## config.mk

```make
export PLATFORM = sky130hd
export DESIGN_NAME = regbus_initiator_flat
export DESIGN_NICKNAME = d
export VERILOG_FILES = /design/src/rtl/regbus_pkg.sv /design/src/rtl/regbus_if.sv /design/src/rtl/regbus_wbuf.sv /design/src/rtl/regbus_initiator.sv /design/src/flat_wrapper.sv
export SDC_FILE = /design/constraint.sdc
export NUM_CORES = 1
export LEC_CHECK = 0
export ABC_CLOCK_PERIOD_IN_PS = 5600
export CORE_UTILIZATION = 54
export DETAILED_ROUTE_END_ITERATION = 10
export PLACE_DENSITY = 0.84
export SYNTH_ARGS = -nofsm -noshare
export SYNTH_HDL_FRONTEND = slang
export SYNTH_SLANG_ARGS = --single-unit
```

## constraint.sdc

```tcl
create_clock -name clk -period 5.6 [get_ports clk]
set_input_delay 1.12 -clock clk [delete_from_list [all_inputs] [get_ports clk]]
set_output_delay 1.12 -clock clk [all_outputs]
set_load 0.02 [all_outputs]
```

## src/rtl/regbus_pkg.sv

```systemverilog
// Shared types and default widths for the register_bus initiator.
//   REG_ADDR_W / REG_DATA_W : default register index / data widths (8 x 16 file)
//   rd_state_t              : read FSM states
//   wbuf_entry_t            : one posted write {rd, data}
package regbus_pkg;

    localparam int REG_ADDR_W = 3;
    localparam int REG_DATA_W = 16;

    typedef enum logic [1:0] {
        R_IDLE = 2'd0,
        R_ADDR = 2'd1,
        R_RESP = 2'd2
    } rd_state_t;

    // Field widths follow the package defaults; changing the module widths
    // means changing these defaults too.
    typedef struct packed {
        logic [REG_ADDR_W-1:0] rd;
        logic [REG_DATA_W-1:0] data;
    } wbuf_entry_t;

endpackage

```

## src/rtl/regbus_if.sv

```systemverilog
// register_bus: the link between the initiator and the 8x16 register file.
//   rd/data_in/we : level-sensitive write port (driven by the initiator)
//   rs1/rs2       : read addresses (driven by the initiator)
//   data_rs1/2    : read data (driven by the register file)
// Modports: master = initiator side, slave = register file side.
interface regbus_if
    import regbus_pkg::*;
#(
    parameter int ADDR_W = REG_ADDR_W,
    parameter int DATA_W = REG_DATA_W
);

    logic [ADDR_W-1:0] rd;
    logic [DATA_W-1:0] data_in;
    logic              we;
    logic [ADDR_W-1:0] rs1;
    logic [ADDR_W-1:0] rs2;
    logic [DATA_W-1:0] data_rs1;
    logic [DATA_W-1:0] data_rs2;

    modport master (
        output rd, data_in, we, rs1, rs2,
        input  data_rs1, data_rs2
    );

    modport slave (
        input  rd, data_in, we, rs1, rs2,
        output data_rs1, data_rs2
    );

endinterface

```

## src/rtl/regbus_wbuf.sv

```systemverilog
// Posted-write FIFO with a youngest-match search for read forwarding.
//   push/push_entry : enqueue (caller guarantees !full)
//   pop/head        : dequeue the oldest entry (caller guarantees !empty)
//   empty/full      : occupancy flags
//   lkN_idx -> lkN_hit/lkN_data : youngest entry whose rd matches lkN_idx
// Entries are kept compacted at mem[0..count-1], oldest at index 0, so the
// search simply lets the highest matching index win.
module regbus_wbuf
    import regbus_pkg::*;
#(
    parameter int ADDR_W = REG_ADDR_W,
    parameter int DATA_W = REG_DATA_W,
    parameter int DEPTH  = 2
) (
    input  logic              clk,
    input  logic              rst,
    input  logic              push,
    input  wbuf_entry_t       push_entry,
    input  logic              pop,
    output wbuf_entry_t       head,
    output logic              empty,
    output logic              full,
    input  logic [ADDR_W-1:0] lk0_idx,
    output logic              lk0_hit,
    output logic [DATA_W-1:0] lk0_data,
    input  logic [ADDR_W-1:0] lk1_idx,
    output logic              lk1_hit,
    output logic [DATA_W-1:0] lk1_data
);

    localparam int CNT_W = $clog2(DEPTH + 1);

    wbuf_entry_t      mem   [DEPTH];
    wbuf_entry_t      mem_n [DEPTH];
    logic [CNT_W-1:0] count;
    logic [CNT_W-1:0] count_n;

    // Pop shifts everything down one slot; a simultaneous push then lands
    // just above the surviving entries.
    always_comb begin
        mem_n   = mem;
        count_n = count;
        if (pop) begin
            for (int i = 0; i < DEPTH - 1; i++) begin
                mem_n[i] = mem[i+1];
            end
            count_n = count_n - CNT_W'(1);
        end
        if (push) begin
            for (int i = 0; i < DEPTH; i++) begin
                if (CNT_W'(i) == count_n) begin
                    mem_n[i] = push_entry;
                end
            end
            count_n = count_n + CNT_W'(1);
        end
    end

    always_ff @(posedge clk) begin
        if (rst) begin
            count <= '0;
        end else begin
            count <= count_n;
        end
    end

    // Payload needs no reset: count alone decides which slots are live.
    always_ff @(posedge clk) begin
        mem <= mem_n;
    end

    assign head  = mem[0];
    assign empty = (count == '0);
    assign full  = (count == CNT_W'(DEPTH));

    always_comb begin
        lk0_hit  = 1'b0;
        lk0_data = '0;
        lk1_hit  = 1'b0;
        lk1_data = '0;
        for (int i = 0; i < DEPTH; i++) begin
            if (CNT_W'(i) < count && mem[i].rd == lk0_idx) begin
                lk0_hit  = 1'b1;
                lk0_data = mem[i].data;
            end
            if (CNT_W'(i) < count && mem[i].rd == lk1_idx) begin
                lk1_hit  = 1'b1;
                lk1_data = mem[i].data;
            end
        end
    end

endmodule

```

## src/rtl/regbus_initiator.sv

```systemverilog
// Initiator end of register_bus: turns pipeline write/read requests into
// glitch-free register-file bus activity.
//   clk, rst            : clock, synchronous active-high reset
//   wr_valid/wr_ready   : write request handshake (wr_rd, wr_data)
//   drain_hold          : freeze draining of the posted-write buffer
//   wbuf_empty          : nothing buffered and no write on the bus
//   rd_req_valid/ready  : read request handshake (rs1, rs2)
//   rd_rsp_valid        : one-cycle strobe with rs1_data/rs2_data
//   rb                  : register_bus (master modport)
//
// Handshakes: a transfer occurs on a rising edge where valid and ready are
// both high; valid may not depend on ready, and the request fields are only
// sampled on that edge. rd_rsp_valid has no back-pressure.
module regbus_initiator
    import regbus_pkg::*;
#(
    parameter int DATA_W     = REG_DATA_W,
    parameter int ADDR_W     = REG_ADDR_W,
    parameter int WBUF_DEPTH = 2
) (
    input  logic              clk,
    input  logic              rst,
    input  logic              wr_valid,
    output logic              wr_ready,
    input  logic [ADDR_W-1:0] wr_rd,
    input  logic [DATA_W-1:0] wr_data,
    input  logic              drain_hold,
    output logic              wbuf_empty,
    input  logic              rd_req_valid,
    output logic              rd_req_ready,
    input  logic [ADDR_W-1:0] rs1,
    input  logic [ADDR_W-1:0] rs2,
    output logic              rd_rsp_valid,
    output logic [DATA_W-1:0] rs1_data,
    output logic [DATA_W-1:0] rs2_data,
    regbus_if.master          rb
);

    wbuf_entry_t       push_entry;
    wbuf_entry_t       head;
    logic              buf_empty;
    logic              buf_full;
    logic              push;
    logic              pop;
    logic              hit1;
    logic              hit2;
    logic [DATA_W-1:0] hit1_data;
    logic [DATA_W-1:0] hit2_data;
    logic [DATA_W-1:0] fwd1;
    logic [DATA_W-1:0] fwd2;
    rd_state_t         rd_state;

    assign wr_ready   = !buf_full;
    assign push       = wr_valid && wr_ready;
    assign pop        = !buf_empty && !drain_hold;
    assign push_entry = '{rd: wr_rd, data: wr_data};
    assign wbuf_empty = buf_empty && !rb.we;

    regbus_wbuf #(
        .ADDR_W (ADDR_W),
        .DATA_W (DATA_W),
        .DEPTH  (WBUF_DEPTH)
    ) u_wbuf (
        .clk        (clk),
        .rst        (rst),
        .push       (push),
        .push_entry (push_entry),
        .pop        (pop),
        .head       (head),
        .empty      (buf_empty),
        .full       (buf_full),
        .lk0_idx    (rb.rs1),
        .lk0_hit    (hit1),
        .lk0_data   (hit1_data),
        .lk1_idx    (rb.rs2),
        .lk1_hit    (hit2),
        .lk1_data   (hit2_data)
    );

    // Write port: one rb_we pulse per popped entry; rd/data_in hold otherwise.
    always_ff @(posedge clk) begin
        if (rst) begin
            rb.we      <= 1'b0;
            rb.rd      <= '0;
            rb.data_in <= '0;
        end else begin
            rb.we <= pop;
            if (pop) begin
                rb.rd      <= head.rd;
                rb.data_in <= head.data;
            end
        end
    end

    // Forwarding: a buffered write is newer than the one on the bus, which
    // the register file only commits at the end of this cycle.
    always_comb begin
        if (hit1) begin
            fwd1 = hit1_data;
        end else if (rb.we && rb.rd == rb.rs1) begin
            fwd1 = rb.data_in;
        end else begin
            fwd1 = rb.data_rs1;
        end
        if (hit2) begin
            fwd2 = hit2_data;
        end else if (rb.we && rb.rd == rb.rs2) begin
            fwd2 = rb.data_in;
        end else begin
            fwd2 = rb.data_rs2;
        end
    end

    // Read FSM: IDLE -> ADDR (bus addresses settle) -> RESP (strobe) -> IDLE.
    always_ff @(posedge clk) begin
        if (rst) begin
            rd_state     <= R_IDLE;
            rd_req_ready <= 1'b1;
            rd_rsp_valid <= 1'b0;
            rb.rs1       <= '0;
            rb.rs2       <= '0;
            rs1_data     <= '0;
            rs2_data     <= '0;
        end else begin
            case (rd_state)
                R_IDLE: begin
                    if (rd_req_valid && rd_req_ready) begin
                        rb.rs1       <= rs1;
                        rb.rs2       <= rs2;
                        rd_req_ready <= 1'b0;
                        rd_state     <= R_ADDR;
                    end
                end
                R_ADDR: begin
                    rs1_data     <= fwd1;
                    rs2_data     <= fwd2;
                    rd_rsp_valid <= 1'b1;
                    rd_state     <= R_RESP;
                end
                R_RESP: begin
                    rd_rsp_valid <= 1'b0;
                    rd_req_ready <= 1'b1;
                    rd_state     <= R_IDLE;
                end
                default: begin
                    rd_rsp_valid <= 1'b0;
                    rd_req_ready <= 1'b1;
                    rd_state     <= R_IDLE;
                end
            endcase
        end
    end

endmodule
```

## src/flat_wrapper.sv

```systemverilog
// flat-port wrapper written by rule: the top's interface ports become plain ports
module regbus_initiator_flat import regbus_pkg::*;
#(
    parameter int DATA_W     = REG_DATA_W,
    parameter int ADDR_W     = REG_ADDR_W,
    parameter int WBUF_DEPTH = 2
)
  (clk, rst, wr_valid, wr_ready, wr_rd, wr_data, drain_hold, wbuf_empty, rd_req_valid, rd_req_ready, rs1, rs2, rd_rsp_valid, rs1_data, rs2_data, rb_rd, rb_data_in, rb_we, rb_rs1, rb_rs2, rb_data_rs1, rb_data_rs2);
  regbus_if #(.ADDR_W(ADDR_W), .DATA_W(DATA_W)) rb_i ();
  input  logic clk;
  input  logic rst;
  input  logic wr_valid;
  output logic wr_ready;
  input  logic [ADDR_W-1:0] wr_rd;
  input  logic [DATA_W-1:0] wr_data;
  input  logic drain_hold;
  output logic wbuf_empty;
  input  logic rd_req_valid;
  output logic rd_req_ready;
  input  logic [ADDR_W-1:0] rs1;
  input  logic [ADDR_W-1:0] rs2;
  output logic rd_rsp_valid;
  output logic [DATA_W-1:0] rs1_data;
  output logic [DATA_W-1:0] rs2_data;
  output wire logic [$bits(rb_i.rd)-1:0] rb_rd;
  output wire logic [$bits(rb_i.data_in)-1:0] rb_data_in;
  output wire logic [$bits(rb_i.we)-1:0] rb_we;
  output wire logic [$bits(rb_i.rs1)-1:0] rb_rs1;
  output wire logic [$bits(rb_i.rs2)-1:0] rb_rs2;
  input wire logic [$bits(rb_i.data_rs1)-1:0] rb_data_rs1;
  input wire logic [$bits(rb_i.data_rs2)-1:0] rb_data_rs2;
  assign rb_rd = rb_i.rd;
  assign rb_data_in = rb_i.data_in;
  assign rb_we = rb_i.we;
  assign rb_rs1 = rb_i.rs1;
  assign rb_rs2 = rb_i.rs2;
  assign rb_i.data_rs1 = rb_data_rs1;
  assign rb_i.data_rs2 = rb_data_rs2;
  regbus_initiator #(.DATA_W(DATA_W), .ADDR_W(ADDR_W), .WBUF_DEPTH(WBUF_DEPTH)) u_core (.clk(clk), .rst(rst), .wr_valid(wr_valid), .wr_ready(wr_ready), .wr_rd(wr_rd), .wr_data(wr_data), .drain_hold(drain_hold), .wbuf_empty(wbuf_empty), .rd_req_valid(rd_req_valid), .rd_req_ready(rd_req_ready), .rs1(rs1), .rs2(rs2), .rd_rsp_valid(rd_rsp_valid), .rs1_data(rs1_data), .rs2_data(rs2_data), .rb(rb_i));
endmodule
```

After elaboration in Yosys (flattened, before gate mapping)
Cells that the tools add are included.

Register bits: 102. Bits of input ports: 62. Output and inout port bits: 62. Logic and storage cells: 73.

Add/sub/neg operators: 2. Order comparisons: 2. Equality and inequality tests: 10. Mux-type cells: 23. Bitwise operators: 1. Reduce and logical (&&, ||, !) cells: 20.

Operators by type and width (count): 16-bit two-way mux (8); 19-bit two-way mux (3); 38-bit two-way mux (1); 3-bit == test (6); 1-bit logical AND (10); 2-bit logical NOT (3); 2-bit two-way mux (3); 2-bit AND reduction (3); 1-bit two-way mux (5); 1-bit logical NOT (4); 1-bit by 2-bit < comparator with 1-bit output, first input constant (2); 1-bit one-hot mux with 2 select lines (2); 2-bit one-hot mux with 2 select lines (1); 2-bit by 1-bit adder with 2-bit output, second input constant (1); 1-bit by 2-bit == test with 1-bit output, first input constant (1); 2-bit by 1-bit == test with 1-bit output, second input constant (1); 2-bit == test, second input constant (1); 2-bit by 1-bit inequality test with 1-bit output, second input constant (1); 2-bit by 1-bit subtractor with 2-bit output, second input constant (1); 1-bit inverter (1).

Logic depth before layout (Yosys ltp)
Depth after elaboration: 7. Mapped depth: 11. Depth with buffers taken out: 8.

By module
A second synthesis with hierarchy kept.

Cell total of the unflattened synthesis: 594. Area, all modules: 5587.9 um^2.

Modules (own cells, without submodules): regbus_initiator (times used 1, cells each 329, area an instance 2924.1 um^2); regbus_wbuf (times used 1, cells each 265, area an instance 2663.8 um^2).

Least setup slack after synthesis
No wires, ideal clock.

Path kind: input port to flip-flop. From: input drain_hold. To: register u_core.u_wbuf.mem[0] (netlist name) (enable). Library setup time: 0.377 ns. Data arrival time: 2.418 ns. Data required time: 5.223 ns. Setup slack: 2.805 ns. Cell stages on the path: 5. Cells stage by stage: or2_2 -> clkbuf_1 -> a21oi_1 -> ha_1 -> and3_1.

Longest elaborated chain between the ends: 5.

Ends and longest elaborated chain: from (decl) (RTL line flat_wrapper.sv:16) `input logic drain_hold;`; 1-bit logical NOT (RTL line regbus_initiator.sv:55) `assign pop = !buf_empty && !drain_hold;`; 1-bit logical AND (RTL line regbus_initiator.sv:55); 2-bit two-way mux (RTL line regbus_wbuf.sv:43) `if (pop) begin`; 1-bit by 2-bit == test with 1-bit output (RTL line regbus_wbuf.sv:51) `if (CNT_W'(i) == count_n) begin`; 2-bit AND reduction (no source line); to (signal assigned) (RTL line regbus_wbuf.sv:69) `mem <= mem_n;`; to (decl) (RTL line regbus_wbuf.sv:33) `wbuf_entry_t mem [DEPTH];`.

No other way between the ends. A chain may end at the register's enable or synchronous reset.

==> metrics.yaml <==
power:
  power.total_uw: 2730
  pwr_density_cell_mw_per_mm2: 420
  peakVddDrop_uv: 347
  p_leak_uw: 0.00231
synthesis:
  synth_warnings: 0
  yosys-top-cells-area: "dfxtp_1 (33%), edfxtp_1 (11%), nand2_1 (8.2%), a21oi_1 (3.5%), clkbuf_1 (2.9%)"
  yosysSeqAreaShare_pct: 44.1
  syn_area_mm2: 0.00507
  synth.most_common_cell: "nand2_1"
  netlist_instances: 599
  ys_ff_latch: 102
  synth_cell_type_count: 43
  synthesis.nets: 666
  yosysTopAreaCell: "dfxtp_1"
  synthArstFlopShare_pct: 0
  synth_common_cells: "nand2_1 (110), dfxtp_1 (83), clkbuf_1 (39), a21oi_1 (35), inv_1 (35)"
  synth_edf_count: 19
  syn_avg_cell_area_um2: 8.46
  synth.top_cell.area_share_pct: 32.8
  synthFlopType: "dfxtp_1"
routing:
  first_pass_iters: 5
  wl_per_cell_um: 19.6
  postRouteAntennaNets: 0
  vias: 4983
  routed_via_density: 6.20
  detail_route.iter0.violations: 453
  drc_errors: 0
  wirelength_um: 15800
setup_path:
  worstSetupEndpointType: "flip-flop"
  cp_max_fo: 40
  path_class: "primary input to flip-flop"
  crit_path_start_kind: "primary input"
  worstPathRequired_ns: 5.79
  rr_worst_depth: 8
  worst_ep_arrival_time_ns: 4.04
global_route:
  grtUsageTotal_pct: 32.7
  grt_pass1_wl_um: 24700
  overflow: 0
  antenna_found_initial: 0
  grt_pass1_vias: 4523
  grt_max_degree: 52
placed_design:
  place.gp.congestion: 0.934
  place.detailed.hpwl_um: 11500
  port_buffers: 123
  dp_slack_ns: 1.41
cts:
  clock-sinks: 102
  cts-buffers-inserted: 9
  clk_pin_slew_worst_paths_ns: 0.11
  cts_tree: "built"
  post_cts_buffers: 0
  cts_root_buffer: "clkbuf_8"
  postCtsHoldBufs: 0
  clkLatencyLatePin_ns: 0.37
  cts_resized: 0
  htreeDepth: 3
  clockBufferDepth: 2
final_layout:
  area_growth_pct: 28.4
  nets: 758
  layout-drive-gt1-share_pct: 4.74
  antenna_cells: 0
floorplan:
  fp.dieArea_mm2: 0.00977
  start_util_pct: 57.0
  ios: 124
  placementRows: 34
  die_x_um: 98.9
  die_h_um: 98.9
  core-area_mm2: 0.00889
timing:
  finalCritPeriodShare_pct: 68.9
  max-slew-margin-rel_pct: 12.1
  rsz0062_at_grt: "no"
  hold_violations: 0
  max_freq_ghz: 0.259
  fin_skew_ns: 0.0117
  fin_tns_setup_ns: 0
  drv_slew: 0
  period_needed_ns: 3.86
  max_slew.worst_pin.slew_ns: 1.31
  finalSetupViolCount: 0
  fin_ws_ns: 1.74
min_path:
  whs_path_depth: 2
  hold_class: "flip-flop to flip-flop"
run:
  drv_cap: 0
status:
  status: "completed"
## final timing paths
path | from | end | slack (ns)
max | drain_hold | u_core.u_wbuf.head[1]$_DFF_P_ | 1.74
min reg2reg | u_core.rs2_data[6]$_SDFFE_PP0P_ | u_core.rs2_data[6]$_SDFFE_PP0P_ | 0.46
max reg2reg | u_core.u_wbuf.count[0]$_SDFF_PP0_ | u_core.u_wbuf.head[1]$_DFF_P_ | 2.10
min | u_core.rs2_data[6]$_SDFFE_PP0P_ | u_core.rs2_data[6]$_SDFFE_PP0P_ | 0.46
## state kept, by name (all words and copies together) (netlist names)
register,cells
u_core.rb.rd,3
u_core.rb.rs2,3
u_core.rs2_data,16
u_core.rs1_data,16
u_core.rd_rsp_valid,1
u_core.u_wbuf.head,19
u_core.u_wbuf.count,2
u_core.rd_state,2
u_core.rb.rs1,3
u_core.rb.we,1
u_core.rb.data_in,16
u_core.u_wbuf.mem,19
u_core.rd_req_ready,1
## kinds of logic after synthesis
| group | Yosys count | synth area share [%] |
|---|---|---|
| AND/OR/NAND/NOR | 194 | 16.9 |
| AO/OA/AOI/OAI | 185 | 26.0 |
| flip-flops | 102 | 44.1 |
| buffers and inverters | 86 | 6.82 |
| XOR/XNOR | 20 | 3.61 |
| multiplexers | 7 | 1.41 |
| adder cells (fa/ha/maj) | 5 | 1.23 |
## area by class of cell
cell class,count,area [µm²]
multi-input cells,411,2500
fillers,659,2390
flip-flops and latches,102,2230
repair buffers,132,1300
well taps,108,135
inverters,35,131
clock buffers,9,124
clock inverters,7,88.8
## metal layers
metal  track usage (%)  part of all wire (%)  vias up  wire length [µm]
li1                  -                     -     2345                 -
met1              47.9                    45     2359              7140
met2              49.5                    44      257              6930
met3              5.67                   9.2       22              1460
met4              8.73                   1.6        0               248
met5                 0                     0        -                 0
## report_power, final
group          internal (µW)  switching [µW]  leakage (µW)
clock                    217             282      0.000109
sequential               953             245      0.000859
combinational            425             608       0.00134
total                   1590            1130       0.00231
## per-stage QoR
| stage | cell area (µm²) | hold slack [ns] | cells | utilization (%) |
|---|---|---|---|---|
| final | 6500 | 0.461 | 804 | 73.2 |
| after global routing | 6500 | 0.487 | 804 | 73.2 |
| after floorplan | 5070 | 0.458 | 599 | - |
| after CTS | 6500 | 0.464 | 803 | 73.1 |
| after global placement | 6290 | 0.439 | 787 | 70.7 |
| after detailed placement | 6290 | 0.439 | 787 | 70.7 |
## critical path, cell delays in order
cell and delay, ns:
clkdlybuf4s50_1 0.45, or2_2 0.59, a21oi_1 0.35, ha_1 0.20, nand3_1 0.82, nor2_1 0.41
a31oi_1 0.09
## layout by cell type (no fill, tap or decap), drive strengths merged, types with 18 or more instances in the layout
cell type	instances
nand2	110
a21oi	35
dfxtp	83
clkdlybuf4s50	123
a211oi	18
edfxtp	19
inv	38
nor2	32
a31oi	19
o211ai	18
No activity file was read; power rests on OpenSTA's default activity.
